## config.mk

```make
export PLATFORM = sky130hd
export DESIGN_NAME = imuldiv_div_requester
export DESIGN_NICKNAME = d
export VERILOG_FILES = /design/src/rtl/imuldiv_div_requester.sv
export SDC_FILE = /design/constraint.sdc
export NUM_CORES = 1
export LEC_CHECK = 0
export BUFFER_PORTS_ARGS = -buffer_cell sky130_fd_sc_hd__buf_2
export CAP_MARGIN = 10
export CORE_UTILIZATION = 48
export CTS_BUF_LIST = sky130_fd_sc_hd__clkbuf_16
export CTS_CLUSTER_DIAMETER = 30
export DETAILED_ROUTE_END_ITERATION = 8
export PLACE_DENSITY = 0.85
export SYNTH_ARGS = -nofsm -noshare
export SYNTH_HDL_FRONTEND = slang
export SYNTH_SLANG_ARGS = --single-unit
```

## constraint.sdc

```tcl
create_clock -name clk -period 2.3 [get_ports clk]
set_input_delay 0 -clock clk [delete_from_list [all_inputs] [get_ports clk]]
set_output_delay 0 -clock clk [all_outputs]
set_load 0.01 [all_outputs]
```

## src/rtl/imuldiv_div_requester.sv

```systemverilog
// ---------------------------------------------------------------------------
// imuldiv_div_requester
//   Client-side initiator for the iterative divider. It accepts tagged divide
//   commands from the pipeline and issues them to the divider in order. It
//   keeps the tags of in-flight commands in a FIFO and joins each divider
//   response with its tag. The joined {tag, quotient, remainder, divzero}
//   result goes back to the pipeline through a one-entry buffer.
//
// Ports
//   clk, reset                 clock, asynchronous active-low reset
//   cmd_val/cmd_rdy/cmd_msg_*  pipeline command (fn, a, b, tag)
//   divreq_val/rdy/msg_*       request to divider, driven from registers
//   divresp_val/rdy/msg_result divider response {rem[63:32], quot[31:0]}
//   rsp_val/rdy/msg_*          response to pipeline, driven from registers
//   outstanding                commands accepted but not yet returned
//   proto_err                  sticky: divider response with nothing pending
// ---------------------------------------------------------------------------
module imuldiv_div_requester #(
  parameter int TAG_W   = 4,
  parameter int MAX_OUT = 4
) (
  input  logic                       clk,
  input  logic                       reset,
  input  logic                       cmd_val,
  output logic                       cmd_rdy,
  input  logic                       cmd_msg_fn,
  input  logic [31:0]                cmd_msg_a,
  input  logic [31:0]                cmd_msg_b,
  input  logic [TAG_W-1:0]           cmd_msg_tag,
  output logic                       divreq_val,
  input  logic                       divreq_rdy,
  output logic                       divreq_msg_fn,
  output logic [31:0]                divreq_msg_a,
  output logic [31:0]                divreq_msg_b,
  input  logic                       divresp_val,
  output logic                       divresp_rdy,
  input  logic [63:0]                divresp_msg_result,
  output logic                       rsp_val,
  input  logic                       rsp_rdy,
  output logic [31:0]                rsp_msg_quot,
  output logic [31:0]                rsp_msg_rem,
  output logic [TAG_W-1:0]           rsp_msg_tag,
  output logic                       rsp_msg_divzero,
  output logic [$clog2(MAX_OUT):0]   outstanding,
  output logic                       proto_err
);

  localparam int PTR_W = $clog2(MAX_OUT);
  localparam int CNT_W = PTR_W + 1;
  localparam int ENT_W = TAG_W + 1;

  // Request buffer
  logic              reqbuf_val_r;
  logic              reqbuf_fn_r;
  logic [31:0]       reqbuf_a_r;
  logic [31:0]       reqbuf_b_r;

  // Tag FIFO: each entry is {tag, divzero}
  logic [ENT_W-1:0]  fifo_mem_r [MAX_OUT];
  logic [PTR_W-1:0]  wr_ptr_r;
  logic [PTR_W-1:0]  rd_ptr_r;
  logic [CNT_W-1:0]  count_r;
  logic [CNT_W-1:0]  count_nxt_s;

  // Response buffer
  logic              rspbuf_val_r;
  logic [31:0]       rspbuf_quot_r;
  logic [31:0]       rspbuf_rem_r;
  logic [TAG_W-1:0]  rspbuf_tag_r;
  logic              rspbuf_dz_r;

  logic              proto_err_r;

  logic              cmd_rdy_s;
  logic              cmd_fire_s;
  logic              divreq_fire_s;
  logic              divresp_fire_s;
  logic              rsp_fire_s;
  logic              unmatched_s;
  logic [ENT_W-1:0]  head_s;

  // Handshake decode. cmd_rdy is forced low while reset is asserted.
  assign cmd_rdy_s      = reset & ~reqbuf_val_r & (count_r < CNT_W'(MAX_OUT));
  assign cmd_fire_s     = cmd_val & cmd_rdy_s;
  assign divreq_fire_s  = reqbuf_val_r & divreq_rdy;
  assign divresp_fire_s = divresp_val & ~rspbuf_val_r;
  assign rsp_fire_s     = rspbuf_val_r & rsp_rdy;
  assign head_s         = fifo_mem_r[rd_ptr_r];

  // A divider response is unmatched when every FIFO entry already has its
  // result sitting in the response buffer (or the FIFO is empty).
  assign unmatched_s    = (count_r == {{PTR_W{1'b0}}, rspbuf_val_r});

  // Occupancy next-state: a push and a pop on the same edge cancel out.
  always_comb begin
    count_nxt_s = count_r;
    case ({cmd_fire_s, rsp_fire_s})
      2'b10:   count_nxt_s = count_r + CNT_W'(1);
      2'b01:   count_nxt_s = count_r - CNT_W'(1);
      default: count_nxt_s = count_r;
    endcase
  end

  // Request buffer: load on command accept, release on divider accept.
  always_ff @(posedge clk or negedge reset) begin
    if (!reset) begin
      reqbuf_val_r <= 1'b0;
      reqbuf_fn_r  <= 1'b0;
      reqbuf_a_r   <= 32'd0;
      reqbuf_b_r   <= 32'd0;
    end else if (cmd_fire_s) begin
      reqbuf_val_r <= 1'b1;
      reqbuf_fn_r  <= cmd_msg_fn;
      reqbuf_a_r   <= cmd_msg_a;
      reqbuf_b_r   <= cmd_msg_b;
    end else if (divreq_fire_s) begin
      reqbuf_val_r <= 1'b0;
    end
  end

  // Tag FIFO: push on command accept, pop only when the pipeline takes the
  // response, so the head stays valid while the response is buffered.
  always_ff @(posedge clk or negedge reset) begin
    if (!reset) begin
      for (int i = 0; i < MAX_OUT; i++) begin
        fifo_mem_r[i] <= {ENT_W{1'b0}};
      end
      wr_ptr_r <= {PTR_W{1'b0}};
      rd_ptr_r <= {PTR_W{1'b0}};
      count_r  <= {CNT_W{1'b0}};
    end else begin
      if (cmd_fire_s) begin
        fifo_mem_r[wr_ptr_r] <= {cmd_msg_tag, (cmd_msg_b == 32'd0)};
        wr_ptr_r             <= wr_ptr_r + PTR_W'(1);
      end
      if (rsp_fire_s) begin
        rd_ptr_r <= rd_ptr_r + PTR_W'(1);
      end
      count_r <= count_nxt_s;
    end
  end

  // Response buffer: join divider result with the FIFO head tag. A result
  // with no matching entry is accepted and dropped.
  always_ff @(posedge clk or negedge reset) begin
    if (!reset) begin
      rspbuf_val_r  <= 1'b0;
      rspbuf_quot_r <= 32'd0;
      rspbuf_rem_r  <= 32'd0;
      rspbuf_tag_r  <= {TAG_W{1'b0}};
      rspbuf_dz_r   <= 1'b0;
    end else if (divresp_fire_s && !unmatched_s) begin
      rspbuf_val_r  <= 1'b1;
      rspbuf_quot_r <= divresp_msg_result[31:0];
      rspbuf_rem_r  <= divresp_msg_result[63:32];
      rspbuf_tag_r  <= head_s[ENT_W-1:1];
      rspbuf_dz_r   <= head_s[0];
    end else if (rsp_fire_s) begin
      rspbuf_val_r  <= 1'b0;
    end
  end

  // Sticky protocol error flag.
  always_ff @(posedge clk or negedge reset) begin
    if (!reset) begin
      proto_err_r <= 1'b0;
    end else if (divresp_val && unmatched_s) begin
      proto_err_r <= 1'b1;
    end
  end

  assign cmd_rdy         = cmd_rdy_s;
  assign divreq_val      = reqbuf_val_r;
  assign divreq_msg_fn   = reqbuf_fn_r;
  assign divreq_msg_a    = reqbuf_a_r;
  assign divreq_msg_b    = reqbuf_b_r;
  assign divresp_rdy     = ~rspbuf_val_r;
  assign rsp_val         = rspbuf_val_r;
  assign rsp_msg_quot    = rspbuf_quot_r;
  assign rsp_msg_rem     = rspbuf_rem_r;
  assign rsp_msg_tag     = rspbuf_tag_r;
  assign rsp_msg_divzero = rspbuf_dz_r;
  assign outstanding     = count_r;
  assign proto_err       = proto_err_r;

endmodule

```

* After elaboration in Yosys (flattened, before gate mapping)
Index checks and enable logic that the tools add are counted.
** Storage, ports and cells
- Input bits :: 139
- Word-level logic and storage cells :: 57
- Register bits :: 164
- Output and inout bits :: 142
** Operators by class
- Add/sub/neg operators :: 4
- Bitwise operators :: 10
- Muxes and demuxes :: 11
- Reduce and logical (&&, ||, !) cells :: 8
- Equality and inequality tests :: 3
- $lt $le $gt $ge :: 4
** Operators by type and width (count)
- 32-bit zero test :: 1
- 20-bit bitwise mux :: 1
- 5-bit two-way mux :: 3
- 5-bit binary-select mux with 2-bit select :: 1
- 5-bit demux with 2-bit select :: 1
- 1-bit bitwise AND :: 6
- 3-bit greater-or-equal comparator (second input constant) :: 2
- 2-bit NOT with 3-bit output :: 2
- 3-bit case mux with 2 select lines :: 1
- 2-bit nonzero test :: 3
- 2-bit by 1-bit adder with 2-bit output (second input constant) :: 2
- 1-bit two-way mux :: 4
- 3-bit by 1-bit adder with 3-bit output (second input constant) :: 1
- 3-bit by 1-bit == test with 1-bit output :: 1
- 1-bit logical AND :: 3
- 3-bit by 1-bit less-than comparator with 1-bit output (second input constant) :: 1
- 3-bit less-than comparator (second input constant) :: 1
- 3-bit by 1-bit subtractor with 3-bit output (second input constant) :: 1
- 2-bit by 1-bit == test with 1-bit output (second input constant) :: 1
- 2-bit == test (second input constant) :: 1
- 1-bit NOT :: 2
- 1-bit zero test :: 1

* Longest topological paths before layout
- Depth in word-level cells :: 6
- Gate-level depth with buffers :: 9

* Worst setup path before layout
No wires, ideal clock.
- Path kind :: reg2reg
- Start :: register count_r[2] (netlist: outstanding[2])
- End :: register count_r[2] (netlist: outstanding[2])
- Data required time :: 2.170 ns
- Slack :: 0.129 ns
- Data arrival time :: 2.041 ns
- Stages on the path, launching flop included :: 10
- Cells stage by stage :: dfrtp_1 and4bb_2 buf_4 inv_2 buf_2 ha_1 fa_1 xnor2_1 nor2_1 xor2_1
** Between the ends
- Word-level cells in the longest chain between the ends :: 5
- Elaborated cells on any way between the ends :: 9
- Those cells by class :: add/sub: 2; order compare: 1; eq/ne: 2; mux: 1; bitwise: 2; reduce/logical: 1
** Ends and longest elaborated chain
- start: declaration :: RTL line 62 : logic [CNT_W-1:0] count_r;
- start signal: assignment :: RTL line 130 : count_r <= {CNT_W{1'b0}};
- start signal: assignment :: RTL line 139 : count_r <= count_nxt_s;
- 3-bit less-than comparator :: RTL line 83 : assign cmd_rdy_s = reset & ~reqbuf_val_r & (count_r < CNT_W'(MAX_OUT));
- 1-bit bitwise AND :: RTL line 83
- 1-bit bitwise AND :: RTL line 84 : assign cmd_fire_s = cmd_val & cmd_rdy_s;
- 2-bit by 1-bit == test with 1-bit output / 2-bit == test (equally long branches) :: RTL line 97 : case ({cmd_fire_s, rsp_fire_s})
- 3-bit case mux with 2 select lines / 2-bit nonzero test (equally long branches)
Several ways; a longest one is shown, not always the timed one.
A chain may end at the register's enable or synchronous reset.

* Worst setup path after layout
- Start :: input port reset
- End :: output port cmd_rdy
** Between the ends
- Word-level cells in the longest chain between the ends :: 2
** Ends and longest elaborated chain
- start: declaration :: RTL line 23 : input logic reset,
- 1-bit bitwise AND (2 in a row) :: RTL line 83
- end: declaration :: RTL line 25 : output logic cmd_rdy,
Every way passes these cells.

==> summary.txt <==
status = completed
f_max = 524 MHz
Hold Crit Class = in2reg
Final Max Slew Viols = 0
largest net degree at the start of global routing = 166
clk slew on worst S/H paths = 60 ps
Core Region = 0.0138 sq mm
Final #Nets = 1,094
Finished Cell Area = 0.0102 sq mm
DR vias = 5,704
gr usage total = 28.9%
Synthesis Warnings = 0
Via density = 4.99
Synthesized Nets = 676
Lkg Pwr = 5.34 nW
fraction of layout cells with a size suffix above 1 = 42.9%
Slew Limit Headroom = 45.0%
CP arrival = 1910 ps
syn_area_per_cell = 12.8 sq um
Worst-Skew Late Latency = 420 ps
Starting Density = 49.1%
Area contributors post-synth = dfrtp_1 60%, mux2_4 15%, nand2_1 11%, mux2_2 2.8%, buf_12 2.1%
io pins = 281
TritonCTS clock tree = yes
RSZ-0062 raised after global routing = no
Die Area = 0.0146 sq mm
DRT Pass-1 Iters = 4
Worst Tran Pin Value = 825 ps
Switching Fraction = 35.2%
sequential fraction of design power = 39.1%
Comb power frac = 39.9%
number of setup buffers added after CTS = 0
wire length per cell = 18.1 microns
clock sink count = 164
worst-path fanout max = 165
initial antenna violation count = 1
synth unique cells = 28
final WL = 20,700 microns
setup TNS = 0 ps
Post-Syn Instances = 531
clock share of power = 21.0%
Synth top area share = 60.4%
fin crit period = 1910 ps
DPL Wire Length = 11,400 microns
die width = 121 microns
most common flop cell mapped by yosys = dfrtp_1
CTS Buf Count = 17
CTS HTree Levels = 4
Setup CP Type = in2out
Buffers on Ports = 280
worst path required time = 2300 ps
Synth top cells by count = 201 x nand2_1, 164 x dfrtp_1, 69 x mux2_4
Die Height = 121 microns
Power Density = 1300 mW/mm^2
cell with the most instances after synthesis = nand2_1
register area share after synthesis = 60.4%
NetSw = 4.67 mW
DRC violations left = 0
clock buffer depth = 2
setup slack after layout = 392 ps
vias in the first global route = 5,886
final hold violation count = 0
worst slack at placement = 401 ps
Tcrit/Tclk final = 83.0%
Setup Viol. Count Final = 0
Detail Route Antenna Nets = 0
CP Capture Type = output port
peak supply drop = 608 uV
Starting DRT DRC Count = 345
area leader, netlist = dfrtp_1
crit start category = input pin
number of enable flip-flop cells after synthesis = 0
Root Buffer = clkbuf_16
grt ovf = 0
Yosys reg bits = 164
Final Power = 13.3 mW
num rows = 43
synthesized cell area = 0.00679 sq mm
clock skew = 7.29 ps
Final GP Congestion = 0.751
asr flop ratio synth = 100%
first-pass GRT wire length = 31,500 microns
WHS = 255 ps
Layout Area Growth over Synthesis = 50.7%
max_cap viols = 0
internal power = 8.61 mW
Placement Cell Area = 0.00828 sq mm
## cells in the final DEF, fill, tap and decap left out, types with 4 or more instances in the layout
cell type,instances
buf_2,279
buf_4,5
clkbuf_16,17
clkinvlp_4,5
dfrtp_1,164
dlygate4sd3_1,137
ha_1,5
inv_1,9
mux2_2,17
mux2_4,69
mux4_2,5
nand2_1,201
nor4_1,8
o21ai_0,6
o31ai_1,4
xnor2_1,5
## state kept, by name, indices dropped and copies added, names as in the netlist, 2 cells and up
name and flops:
outstanding 3, rsp_msg_rem 32, divreq_msg_b 32, rsp_msg_quot 32
fifo_mem_r 20, rsp_msg_tag 4, wr_ptr_r 2, divreq_msg_a 32
rd_ptr_r 2
## power groups by stage
stage                     logic (mW)  registers [mW]  clock network, mW
final                           5.30            5.19               2.79
after global routing            5.68            5.33               2.97
after CTS                       5.17            5.09               2.84
after detailed placement        4.97            5.09                  0
after global placement          4.78            5.06                  0
after floorplan                 2.65            5.57                  0
## metrics by stage
stage	utilization, %	std cells
6_report	74.0	1143
5_1_grt	74.0	1143
4_1_cts	74.0	1142
3_5_place_dp	59.9	973
3_3_place_gp	59.9	973
2_1_floorplan	-	531
## final cells by class
type,instances,area [sq um]
flip-flops and latches,164,4100
well taps,180,225
clock inverters,15,158
repair buffers,424,2860
inverters,9,33.8
clock buffers,17,425
diodes,1,2.50
multi-input cells,333,2430
fillers,809,3590
## worst paths after layout
kind,slack (ps),start,endpoint,cells after the start
min in group asynchronous,370,reset,rsp_msg_tag[0],3
hold reg to reg,470,divreq_msg_b[7],divreq_msg_b[7],2
max in group asynchronous,1370,reset,divreq_msg_fn,3
setup reg to reg,400,outstanding[2],outstanding[2],7
setup / recovery,390,reset,cmd_rdy,5
hold / removal,260,cmd_val,outstanding[0],5
## metal layers
layer  share of wire, %  track usage (%)  vias up
met4                2.9             11.4        0
met1                 39             34.2     2758
met3                8.3             8.51       50
li1                   -                -     2573
met5                  0                0        -
met2                 50             49.3      323
## critical path, stage by stage
cell and delay, ps:
dlygate4sd3_1 560, buf_6 130, buf_12 610, nor3b_1 350, buf_2 190
## kinds of logic after synthesis
group,synth area share (%)
flops,60.4
compound gates,1.27
mux,19.7
buf+inv,3.96
simple gates,12.5
xor+xnor,0.902
fa+ha+maj,1.22
## what timing repair did
item,CTS,global route
endpoints found under the hold margin,313,0
endpoints found under the setup margin,0,0
gates resized for setup,0,0
hold buffers,137,0
(Power assumes the default switching activity.)
